[src/rtl/imem_readback_if.sv]
// Bus bundle for the instruction-memory read-back engine: command channel,
// byte read port toward instruction memory, word output stream and status.
// The engine connects through the slave modport; the requester/bench through master.
interface imem_readback_if #(
  parameter int ADDR_W = 32,
  parameter int CNT_W  = 16
);
  logic              cmd_valid;
  logic              cmd_ready;
  logic [ADDR_W-1:0] cmd_addr;
  logic [CNT_W-1:0]  cmd_count;

  logic              mem_rd_en;
  logic [ADDR_W-1:0] mem_addr;
  logic [7:0]        mem_rdata;

  logic              word_valid;
  logic              word_ready;
  logic [31:0]       word_data;
  logic [ADDR_W-1:0] word_addr;
  logic              word_last;

  logic              busy;
  logic              done;
  logic              err_unaligned;
  logic [31:0]       csum;

  modport slave (
    input  cmd_valid, cmd_addr, cmd_count, mem_rdata, word_ready,
    output cmd_ready, mem_rd_en, mem_addr, word_valid, word_data, word_addr,
           word_last, busy, done, err_unaligned, csum
  );

  modport master (
    output cmd_valid, cmd_addr, cmd_count, mem_rdata, word_ready,
    input  cmd_ready, mem_rd_en, mem_addr, word_valid, word_data, word_addr,
           word_last, busy, done, err_unaligned, csum
  );
endinterface

[src/rtl/imem_readback.sv]
// Sequential read-back engine for the byte-addressed instruction memory.
// Accepts (addr, count), reads four bytes per word through a one-cycle
// synchronous read port, reassembles little-endian words and streams them out.
// Optional feature: define IMEM_READBACK_CSUM_EN to build the modulo-2^32
// word checksum; otherwise csum is tied to zero.
module imem_readback #(
  parameter int ADDR_W      = 32,
  parameter int BASE_OFFSET = 4,
  parameter int CNT_W       = 16
) (
  input logic           clock,
  input logic           reset,
  imem_readback_if.slave bus
);

  typedef enum logic [2:0] {IDLE, ISSUE, DRAIN, OUT, FIN} state_t;

  state_t            state_q, state_d;
  logic [ADDR_W-1:0] addr_q;
  logic [CNT_W-1:0]  count_q;
  logic [CNT_W-1:0]  k_q;
  logic [1:0]        idx_q;     // byte lane being read this cycle
  logic [1:0]        rd_idx_q;  // byte lane whose data arrives this cycle
  logic              rd_q;      // a read was issued last cycle
  logic [31:0]       data_q;
  logic              err_q;

  logic              accept;
  logic              word_hs;
  logic              is_last;
  logic [ADDR_W-1:0] k_off;
  logic              rd_en;
  logic              word_valid;
  logic              done;

  assign accept  = (state_q == IDLE) && bus.cmd_valid;
  assign word_hs = (state_q == OUT) && bus.word_ready;
  assign is_last = (k_q == count_q - CNT_W'(1));
  assign k_off   = ADDR_W'({k_q, 2'b00});

  // State register.
  // NOTE: sequential state uses non-blocking assignments so every register
  // samples pre-edge values, independent of process ordering.
  always_ff @(posedge clock or negedge reset) begin
    if (!reset) state_q <= IDLE;
    else        state_q <= state_d;
  end

  // Next-state and per-state output decode.
  // NOTE: every signal gets a default first so no path leaves it unassigned,
  // which would otherwise infer a latch.
  always_comb begin
    state_d    = state_q;
    rd_en      = 1'b0;
    word_valid = 1'b0;
    done       = 1'b0;
    unique case (state_q)
      IDLE: begin
        if (bus.cmd_valid) begin
          if (bus.cmd_addr[1:0] != 2'b00 || bus.cmd_count == '0) state_d = FIN;
          else                                                    state_d = ISSUE;
        end
      end
      ISSUE: begin
        rd_en = 1'b1;
        if (idx_q == 2'd3) state_d = DRAIN;
      end
      DRAIN: state_d = OUT;
      OUT: begin
        word_valid = 1'b1;
        if (bus.word_ready) state_d = is_last ? FIN : ISSUE;
      end
      FIN: begin
        done    = 1'b1;
        state_d = IDLE;
      end
      default: state_d = IDLE;
    endcase
  end

  // Command latch, byte/word counters and byte-lane capture.
  always_ff @(posedge clock or negedge reset) begin
    if (!reset) begin
      addr_q   <= '0;
      count_q  <= '0;
      k_q      <= '0;
      idx_q    <= '0;
      rd_idx_q <= '0;
      rd_q     <= 1'b0;
      data_q   <= '0;
      err_q    <= 1'b0;
    end else begin
      rd_q     <= rd_en;
      rd_idx_q <= idx_q;
      if (rd_q) data_q[{rd_idx_q, 3'b000} +: 8] <= bus.mem_rdata;
      if (accept) begin
        addr_q  <= bus.cmd_addr;
        count_q <= bus.cmd_count;
        k_q     <= '0;
        idx_q   <= '0;
        err_q   <= (bus.cmd_addr[1:0] != 2'b00);
      end else if (state_q == ISSUE) begin
        idx_q <= idx_q + 2'd1;
      end else if (word_hs && !is_last) begin
        k_q <= k_q + CNT_W'(1);
      end
    end
  end

`ifdef IMEM_READBACK_CSUM_EN
  logic [31:0] csum_q;

  // Checksum of handshaked words; cleared on acceptance, held after done.
  always_ff @(posedge clock or negedge reset) begin
    if (!reset)       csum_q <= '0;
    else if (accept)  csum_q <= '0;
    else if (word_hs) csum_q <= csum_q + data_q;
  end

  assign bus.csum = csum_q;
`else
  assign bus.csum = '0;
`endif

  assign bus.cmd_ready     = (state_q == IDLE);
  assign bus.busy          = (state_q != IDLE);
  assign bus.mem_rd_en     = rd_en;
  assign bus.mem_addr      = rd_en ? (addr_q + ADDR_W'(BASE_OFFSET) + k_off + ADDR_W'(idx_q))
                                   : '0;
  assign bus.word_valid    = word_valid;
  assign bus.word_data     = data_q;
  assign bus.word_addr     = addr_q + k_off;
  assign bus.word_last     = word_valid && is_last;
  assign bus.done          = done;
  assign bus.err_unaligned = done && err_q;

endmodule

[src/flat_wrapper.sv]
// flat-port wrapper written by rule: the top's interface ports become plain ports
module imem_readback_flat 
#(
  parameter int ADDR_W      = 32,
  parameter int BASE_OFFSET = 4,
  parameter int CNT_W       = 16
)
  (clock, reset, bus_cmd_valid, bus_cmd_addr, bus_cmd_count, bus_mem_rdata, bus_word_ready, bus_cmd_ready, bus_mem_rd_en, bus_mem_addr, bus_word_valid, bus_word_data, bus_word_addr, bus_word_last, bus_busy, bus_done, bus_err_unaligned, bus_csum);
  imem_readback_if #(.ADDR_W(ADDR_W), .CNT_W(CNT_W)) bus_i ();
  input logic clock;
  input logic reset;
  input wire logic [$bits(bus_i.cmd_valid)-1:0] bus_cmd_valid;
  input wire logic [$bits(bus_i.cmd_addr)-1:0] bus_cmd_addr;
  input wire logic [$bits(bus_i.cmd_count)-1:0] bus_cmd_count;
  input wire logic [$bits(bus_i.mem_rdata)-1:0] bus_mem_rdata;
  input wire logic [$bits(bus_i.word_ready)-1:0] bus_word_ready;
  output wire logic [$bits(bus_i.cmd_ready)-1:0] bus_cmd_ready;
  output wire logic [$bits(bus_i.mem_rd_en)-1:0] bus_mem_rd_en;
  output wire logic [$bits(bus_i.mem_addr)-1:0] bus_mem_addr;
  output wire logic [$bits(bus_i.word_valid)-1:0] bus_word_valid;
  output wire logic [$bits(bus_i.word_data)-1:0] bus_word_data;
  output wire logic [$bits(bus_i.word_addr)-1:0] bus_word_addr;
  output wire logic [$bits(bus_i.word_last)-1:0] bus_word_last;
  output wire logic [$bits(bus_i.busy)-1:0] bus_busy;
  output wire logic [$bits(bus_i.done)-1:0] bus_done;
  output wire logic [$bits(bus_i.err_unaligned)-1:0] bus_err_unaligned;
  output wire logic [$bits(bus_i.csum)-1:0] bus_csum;
  assign bus_i.cmd_valid = bus_cmd_valid;
  assign bus_i.cmd_addr = bus_cmd_addr;
  assign bus_i.cmd_count = bus_cmd_count;
  assign bus_i.mem_rdata = bus_mem_rdata;
  assign bus_i.word_ready = bus_word_ready;
  assign bus_cmd_ready = bus_i.cmd_ready;
  assign bus_mem_rd_en = bus_i.mem_rd_en;
  assign bus_mem_addr = bus_i.mem_addr;
  assign bus_word_valid = bus_i.word_valid;
  assign bus_word_data = bus_i.word_data;
  assign bus_word_addr = bus_i.word_addr;
  assign bus_word_last = bus_i.word_last;
  assign bus_busy = bus_i.busy;
  assign bus_done = bus_i.done;
  assign bus_err_unaligned = bus_i.err_unaligned;
  assign bus_csum = bus_i.csum;
  imem_readback #(.ADDR_W(ADDR_W), .BASE_OFFSET(BASE_OFFSET), .CNT_W(CNT_W)) u_core (.clock(clock), .reset(reset), .bus(bus_i));
endmodule
[config.mk]
export PLATFORM = sky130hd
export DESIGN_NAME = imem_readback_flat
export DESIGN_NICKNAME = d
export VERILOG_FILES = /design/src/rtl/imem_readback_if.sv /design/src/rtl/imem_readback.sv /design/src/flat_wrapper.sv
export SDC_FILE = /design/constraint.sdc
export NUM_CORES = 1
export LEC_CHECK = 0
export ABC_AREA = 1
export CORE_MARGIN = 2
export CORE_UTILIZATION = 49
export DETAILED_ROUTE_END_ITERATION = 16
export PLACE_DENSITY_LB_ADDON = 0.15
export SYNTH_ARGS = -nofsm -noshare
export SYNTH_HDL_FRONTEND = slang
export SYNTH_SLANG_ARGS = --single-unit
export TNS_END_PERCENT = 10
[constraint.sdc]
create_clock -name clock -period 3.92 [get_ports clock]
set_clock_uncertainty 0.2 [all_clocks]
set_input_delay 0.784 -clock clock [delete_from_list [all_inputs] [get_ports clock]]
set_output_delay 0.784 -clock clock [all_outputs]
set_load 0.05 [all_outputs]
==> flow_summary.yaml, run 1 <==
final_layout:
  fin_nets: 1450
  seqCellArea_sq_mm: 0.002638
  drive_above_1_share_pct: 15.29
  fin_cells: 1554
  area_growth_pct: 35.31
  antenna_cells: 0
  fillers: 1439
  multi_input_area_sq_mm: 0.005117
pwr:
  p_comb_share_pct: 64.5
  power.share.sequential_pct: 23.4
  p_clk_share_pct: 12.1
  p_leak_nw: 5.452
  intPower_mw: 3.867
  swShare_pct: 52.66
  switching_power_mw: 4.301
  p_per_area_mw_per_mm2: 732.4
  ir_drop_mv: 0.4202
place:
  place_ws_ns: 0.0008005
  dp_cells: 1524
  gp_congestion: 0.9296
  portBuffers: 162
  dp_hpwl_um: 18070
global_route:
  grt_pass1_wl_um: 37740
  grt_pass1_vias: 7595
  antenna_found_initial: 0
  groute.usage.overall_pct: 26.43
  overflow: 0
  grt_max_degree: 75
hold_path:
  hold_start: "u_core.idx_q[1]$_DFFE_PN0P_"
  hp-class: "flip-flop to flip-flop"
critical_path:
  crit_path_max_incr_delay_ns: 0.49
  worstPathMaxFanout: 6
  crit_chain: "ha_1 > inv_1 > fa_2 > inv_4 > nand2_1 > o21ai_1 > nand2_1 > nand3_2 > nand2_1 > nand2_2 > nand2_2 > nand2_4 > o21ai_0 > a21oi_2 > buf_12"
  r2r_start: "u_core.count_q[0]$_DFFE_PN0P_"
  slowest_stage: "fa_2"
  worstPathRequired_ns: 2.94
  cpMostUsedCell: "nand2_1"
  end_kind: "output pin"
  cp.arrival_ns: 2.91
  crit_type: "flip-flop to output pin"
  cp-start-kind: "flip-flop"
  startpoint: "u_core.k_q[3]$_DFFE_PN0P_"
sta:
  min_period_ns: 3.892
  drv_slew: 0
  hold_viol: 0
  fin_setup_tns_ns: 0
  grt_setup_unrepaired: "yes"
  worstMarginPinSlew_ns: 0.7376
  timing.fmax_mhz: 257.0
  setup_viol_count_final: 0
  timing.hold.ws_ns: 0.2527
  worst_slew_margin_rel_pct: 50.82
  worst_slack_ns: 0.02830
  period_share_pct: 99.28
yosys:
  syn_area_sq_mm: 0.008242
  synth_cells: 1156
  synth_area_per_cell_sq_um: 7.129
  yosysWarningCount: 0
  async_flop_share_pct: 100.0
  synth_ff_type: "dfrtp_1"
  ys_ff_latch: 105
  synth_edf_count: 0
  ys_seq_area_share_pct: 31.88
  ys_types: 39
cts:
  clock_latency_ns: 0.36
  cts_hold_buffers: 0
  cts_made_buffers: 9
  htree_levels: 3
  cts.sinks: 105
  path_clk_slew_ns: 0.08
  clk_path_buf_depth: 2
  tritoncts: "yes"
  root_buffer: "clkbuf_16"
floorplan:
  coreArea_sq_mm: 0.01652
  fp.dieArea_sq_mm: 0.01787
  chipWidth_um: 133.7
  floorplan.initialDensity_pct: 49.88
  rows: 47
  pin_count: 195
  die_y_um: 133.7
job:
  maxCapViolations: 0
routing:
  wl_per_cell_um: 14.94
  via_count: 8046
  drc: 0
  viasPerCell: 5.178
  first_iter_violations: 513
  routed_wl_um: 23220
  dr.pass1.iters: 5
  postRouteAntennaNets: 0
run_status:
  status: "complete, no violations"
-- path summary, 6_finish.rpt --
| path | endpoint | slack (ns) | cells after the start |
|---|---|---|---|
| setup / recovery | bus_mem_addr[20] | 0.03 | 15 |
| hold / removal | u_core.rd_idx_q[1]$_DFF_PN0_ | 0.25 | 0 |
| setup reg to reg | u_core.k_q[10]$_DFFE_PN0P_ | 1.38 | 14 |
| hold reg to reg | u_core.rd_idx_q[1]$_DFF_PN0_ | 0.25 | 0 |
| max in group asynchronous | u_core.k_q[15]$_DFFE_PN0P_ | 2.50 | 2 |
| min in group asynchronous | u_core.bus.word_data[16]$_DFFE_PN0P_ | 0.28 | 1 |
-- metal layers --
layer,vias to the layer above,share of wire [%],global-route usage [%]
met4,0,3.0,9.870
li1,3992,-,-
met3,47,6.3,3.843
met2,275,47,42.90
met5,-,0,0
met1,3732,44,36.02
-- cells by family (layout without fill, tap and decap cells) --
| group | count (synthesis) | after routing | share of synthesized area [%] |
|---|---|---|---|
| AO/OA/AOI/OAI | 177 | 177 | 11.39 |
| other | 1 | 32 | 0.04550 |
| AND/OR/NAND/NOR | 552 | 552 | 28.65 |
| buffers and inverters | 200 | 347 | 10.95 |
| flip-flops | 105 | 105 | 31.88 |
| XOR/XNOR | 60 | 60 | 6.376 |
| adder cells (fa/ha/maj) | 61 | 61 | 10.72 |
-- flip-flops by register name, indices dropped and copies added, names as in the netlist, 2 cells and up --
name	cells
u_core.state_q	3
u_core.k_q	16
u_core.count_q	16
u_core.idx_q	2
u_core.rd_idx_q	2
u_core.bus.word_data	32
u_core.addr_q	32
-- stage by stage --
stage,cell area [sq um],total power [mW],utilization [%]
floorplan,8362,5.159,-
global placement,10430,6.914,63.10
detailed placement,10430,6.990,63.10
CTS,10900,8.036,65.99
global route,11150,8.696,67.49
finish,11150,8.168,67.49
-- critical path, delay by kind of cell (launching register included) --
family,cells,cell delay [ns]
simple gates,7,0.61
compound gates,3,0.45
flops,1,0.44
fa+ha+maj,2,0.71
buf+inv,3,0.34
-- power by group through the flow --
stage                     Combinational [mW]  Clock [mW]  Sequential, mW
after floorplan                         2.93           0            2.23
after global placement                  5.02           0            1.90
after detailed placement                5.08           0            1.91
after CTS                               5.13        1.00            1.90
after global routing                    5.67        1.05            1.97
final                                   5.27       0.986            1.91
-- synth_stat cells (2+ instances only) --
master / instances / share of area (%)
buf_4: 34 / 3.1
nand2_2: 3 / 0.23
xnor2_1: 14 / 1.5
nor2_1: 96 / 4.4
a21o_1: 5 / 0.46
nand4_1: 27 / 2.0
nor3_1: 15 / 0.91
fa_1: 16 / 3.9
o21ai_1: 2 / 0.12
a21oi_1: 46 / 2.8
o21bai_1: 7 / 0.64
nand2_1: 318 / 14
o22ai_1: 2 / 0.15
clkbuf_1: 20 / 0.91
dfrtp_1: 105 / 32
o21ai_0: 106 / 6.4
ha_1: 45 / 6.8
buf_2: 8 / 0.49
nand3_1: 68 / 4.1
nor4_1: 6 / 0.46
clkbuf_2: 2 / 0.12
nor2_2: 3 / 0.23
xor2_1: 46 / 4.9
a31oi_1: 4 / 0.30
nand3b_1: 7 / 0.64
nor2_4: 3 / 0.41
inv_1: 135 / 6.1
and2_1: 2 / 0.15
-- placed cells by master (no fill, tap or decap), types with 3 or more instances in the layout --
master,n
nand2_1,307
inv_1,131
clkdlybuf4s50_1,103
o21ai_0,99
dfrtp_1,97
nor2_1,83
nand3_1,63
buf_4,46
xor2_1,45
buf_12,44
ha_1,38
a21oi_1,34
conb_1,32
nand4_1,27
nor2_2,15
xnor2_1,14
fa_2,14
nand2_2,13
nor3_1,11
a21oi_2,11
clkbuf_16,9
dfrtp_2,8
o21bai_1,7
nand3b_1,7
nor4_1,6
ha_2,6
a21o_1,5
o21ai_1,5
nand3_2,5
o21ai_2,4
nor2_4,4
a31oi_1,3
nor3_2,3
inv_8,3
-- final cells by class --
cell class / instances / share of cell area, %
flip-flops and latches: 105 / 23.65
clock inverters: 7 / 0.8639
well taps: 220 / 2.468
inverters: 135 / 4.566
clock buffers: 9 / 2.020
repair buffers: 196 / 20.54
multi-input cells: 882 / 45.89
-- timing repair --
item / in CTS / in global routing
pin swaps: 4 / 12
endpoints found under the setup margin: 27 / 39
setup buffers: 7 / 7
resized for setup: 38 / 64
No activity file was read; power rests on OpenSTA's default activity.
==> run 2: changes to the inputs <==
--- a/config.mk
+++ b/config.mk
@@ -7,7 +7,7 @@
 export LEC_CHECK = 0
 export ABC_AREA = 1
 export CORE_MARGIN = 2
-export CORE_UTILIZATION = 49
+export CORE_UTILIZATION = 25
 export DETAILED_ROUTE_END_ITERATION = 16
 export PLACE_DENSITY_LB_ADDON = 0.15
 export SYNTH_ARGS = -nofsm -noshare
==> flow_summary.yaml, run 2 (same netlist as run 1, synthesis figures left out) <==
sta:
  timing.fmax_mhz: 254.9
  hold_viol: 0
  setup_viol_count_final: 1
  min_period_ns: 3.923
  timing.hold.ws_ns: 0.2463
  grt_setup_unrepaired: "yes"
  worst_slack_ns: -0.002525
  worstMarginPinSlew_ns: 0.6535
  drv_slew: 0
  worst_slew_margin_rel_pct: 56.44
  period_share_pct: 100.1
  fin_setup_tns_ns: -0.002525
floorplan:
  floorplan.initialDensity_pct: 25.33
  fp.dieArea_sq_mm: 0.03443
  coreArea_sq_mm: 0.03254
  pin_count: 195
  chipWidth_um: 185.6
  rows: 66
  die_y_um: 185.6
pwr:
  p_clk_share_pct: 12.0
  switching_power_mw: 4.426
  intPower_mw: 4.048
  swShare_pct: 52.23
  p_comb_share_pct: 65.5
  p_leak_nw: 5.541
  power.share.sequential_pct: 22.5
  p_per_area_mw_per_mm2: 723.2
  ir_drop_mv: 0.3501
place:
  dp_hpwl_um: 22410
  portBuffers: 162
  dp_cells: 1760
  gp_congestion: 0.8494
run_status:
  violations: "setup timing"
  status: "finished with violations"
final_layout:
  mostFrequentLayoutCell: "nand2_1"
  fin_util_pct: 36.01
  drive_above_1_share_pct: 18.24
  fillers: 3515
  antenna_cells: 0
  fin_nets: 1465
  fin_cells: 1791
  area_growth_pct: 42.17
  final_cell_mix: "297 x nand2_1, 131 x inv_1, 103 x clkdlybuf4s50_1, 99 x o21ai_0, 99 x dfrtp_1"
routing:
  via_count: 8049
  drc: 0
  dr.pass1.iters: 5
  routed_wl_um: 28160
  first_iter_violations: 437
  postRouteAntennaNets: 0
  viasPerCell: 4.494
  wl_per_cell_um: 15.72
global_route:
  antenna_found_initial: 0
  grt_pass1_wl_um: 43490
  overflow: 0
  grt_pass1_vias: 7921
  grt_max_degree: 65
  groute.usage.overall_pct: 16.27
cts:
  tritoncts: "yes"
  root_buffer: "clkbuf_16"
  htree_levels: 3
  cts.sinks: 105
  clk_path_buf_depth: 2
  cts_made_buffers: 9
  clock_latency_ns: 0.36
  path_clk_slew_ns: 0.08
critical_path:
  cp.arrival_ns: 2.94
  worstPathMaxFanout: 4
  worstPathRequired_ns: 2.94
  crit_type: "flip-flop to output pin"
  end_kind: "output pin"
  cp-start-kind: "flip-flop"
hold_path:
  hp-class: "primary input to async pin"
job:
  maxCapViolations: 0
[run 2: area by class of cell]
class | count | area (sq um) | area share, %
clock buffer | 11 | 232.7 | 1.986
clock inverter | 5 | 80.08 | 0.6834
inverter | 135 | 509.2 | 4.346
multi-input combinational | 882 | 5229 | 44.62
sequential | 105 | 2635 | 22.49
tap | 442 | 553.0 | 4.720
timing repair buffer | 211 | 2479 | 21.15
[run 2: per-layer routing]
| metal | share of wire [%] | track usage (%) | wire, um |
|---|---|---|---|
| met1 | 48 | 22.42 | 13390 |
| met2 | 47 | 27.19 | 13290 |
| met3 | 3.9 | 2.054 | 1112 |
| met4 | 1.3 | 3.591 | 364 |
| met5 | 0 | 0 | 0 |
[run 2: repair_timing]
action | 4_1_cts | 5_1_grt
hold buffers | 0 | 0
buffers inserted | 0 | 15
setup endpoints to repair | 29 | 33
gates resized for setup | 42 | 87
pin swaps | 1 | 21
[run 2: worst paths after layout]
kind,from,endpoint,slack [ns],cells past startpoint
max,u_core.k_q[7]$_DFFE_PN0P_,bus_mem_addr[15],-0.003,10
max reg2reg,u_core.count_q[0]$_DFFE_PN0P_,u_core.k_q[13]$_DFFE_PN0P_,1.27,14
min in group clock,u_core.idx_q[1]$_DFFE_PN0P_,u_core.rd_idx_q[1]$_DFF_PN0_,0.26,0
min,reset,u_core.bus.word_data[1]$_DFFE_PN0P_,0.25,1
max in group asynchronous,reset,u_core.addr_q[23]$_DFFE_PN0P_,2.37,2
min reg2reg,u_core.idx_q[1]$_DFFE_PN0P_,u_core.rd_idx_q[1]$_DFF_PN0_,0.26,0
[run 2: power by group through the flow]
stage	clock network, mW	registers [mW]	logic [mW]
2_1_floorplan	0	2.23	2.93
3_3_place_gp	0	1.92	5.32
3_5_place_dp	0	1.92	5.33
4_1_cts	1.05	1.91	5.39
5_1_grt	1.08	1.98	6.01
6_report	1.02	1.91	5.55
[run 2: metrics by stage]
step	total power [mW]	instance area [sq um]	setup WS, ns
final	8.474	11720	-0.002525
after detailed placement	7.254	10880	0.007630
after global placement	7.244	10880	0.05782
after global routing	9.075	11720	-0.1410
after CTS	8.348	11320	-0.05927
after floorplan	5.159	8362	-0.1295
[run 2: critical path, cell delays in order (launching register included)]
cell and delay, ns:
dfrtp_1 0.44, ha_2 0.23, fa_2 0.48, a21o_1 0.23, a31oi_1 0.28, nand3_1 0.22
nand2_1 0.10, nand3_1 0.12, o21ai_0 0.25, a21oi_2 0.07, buf_12 0.15
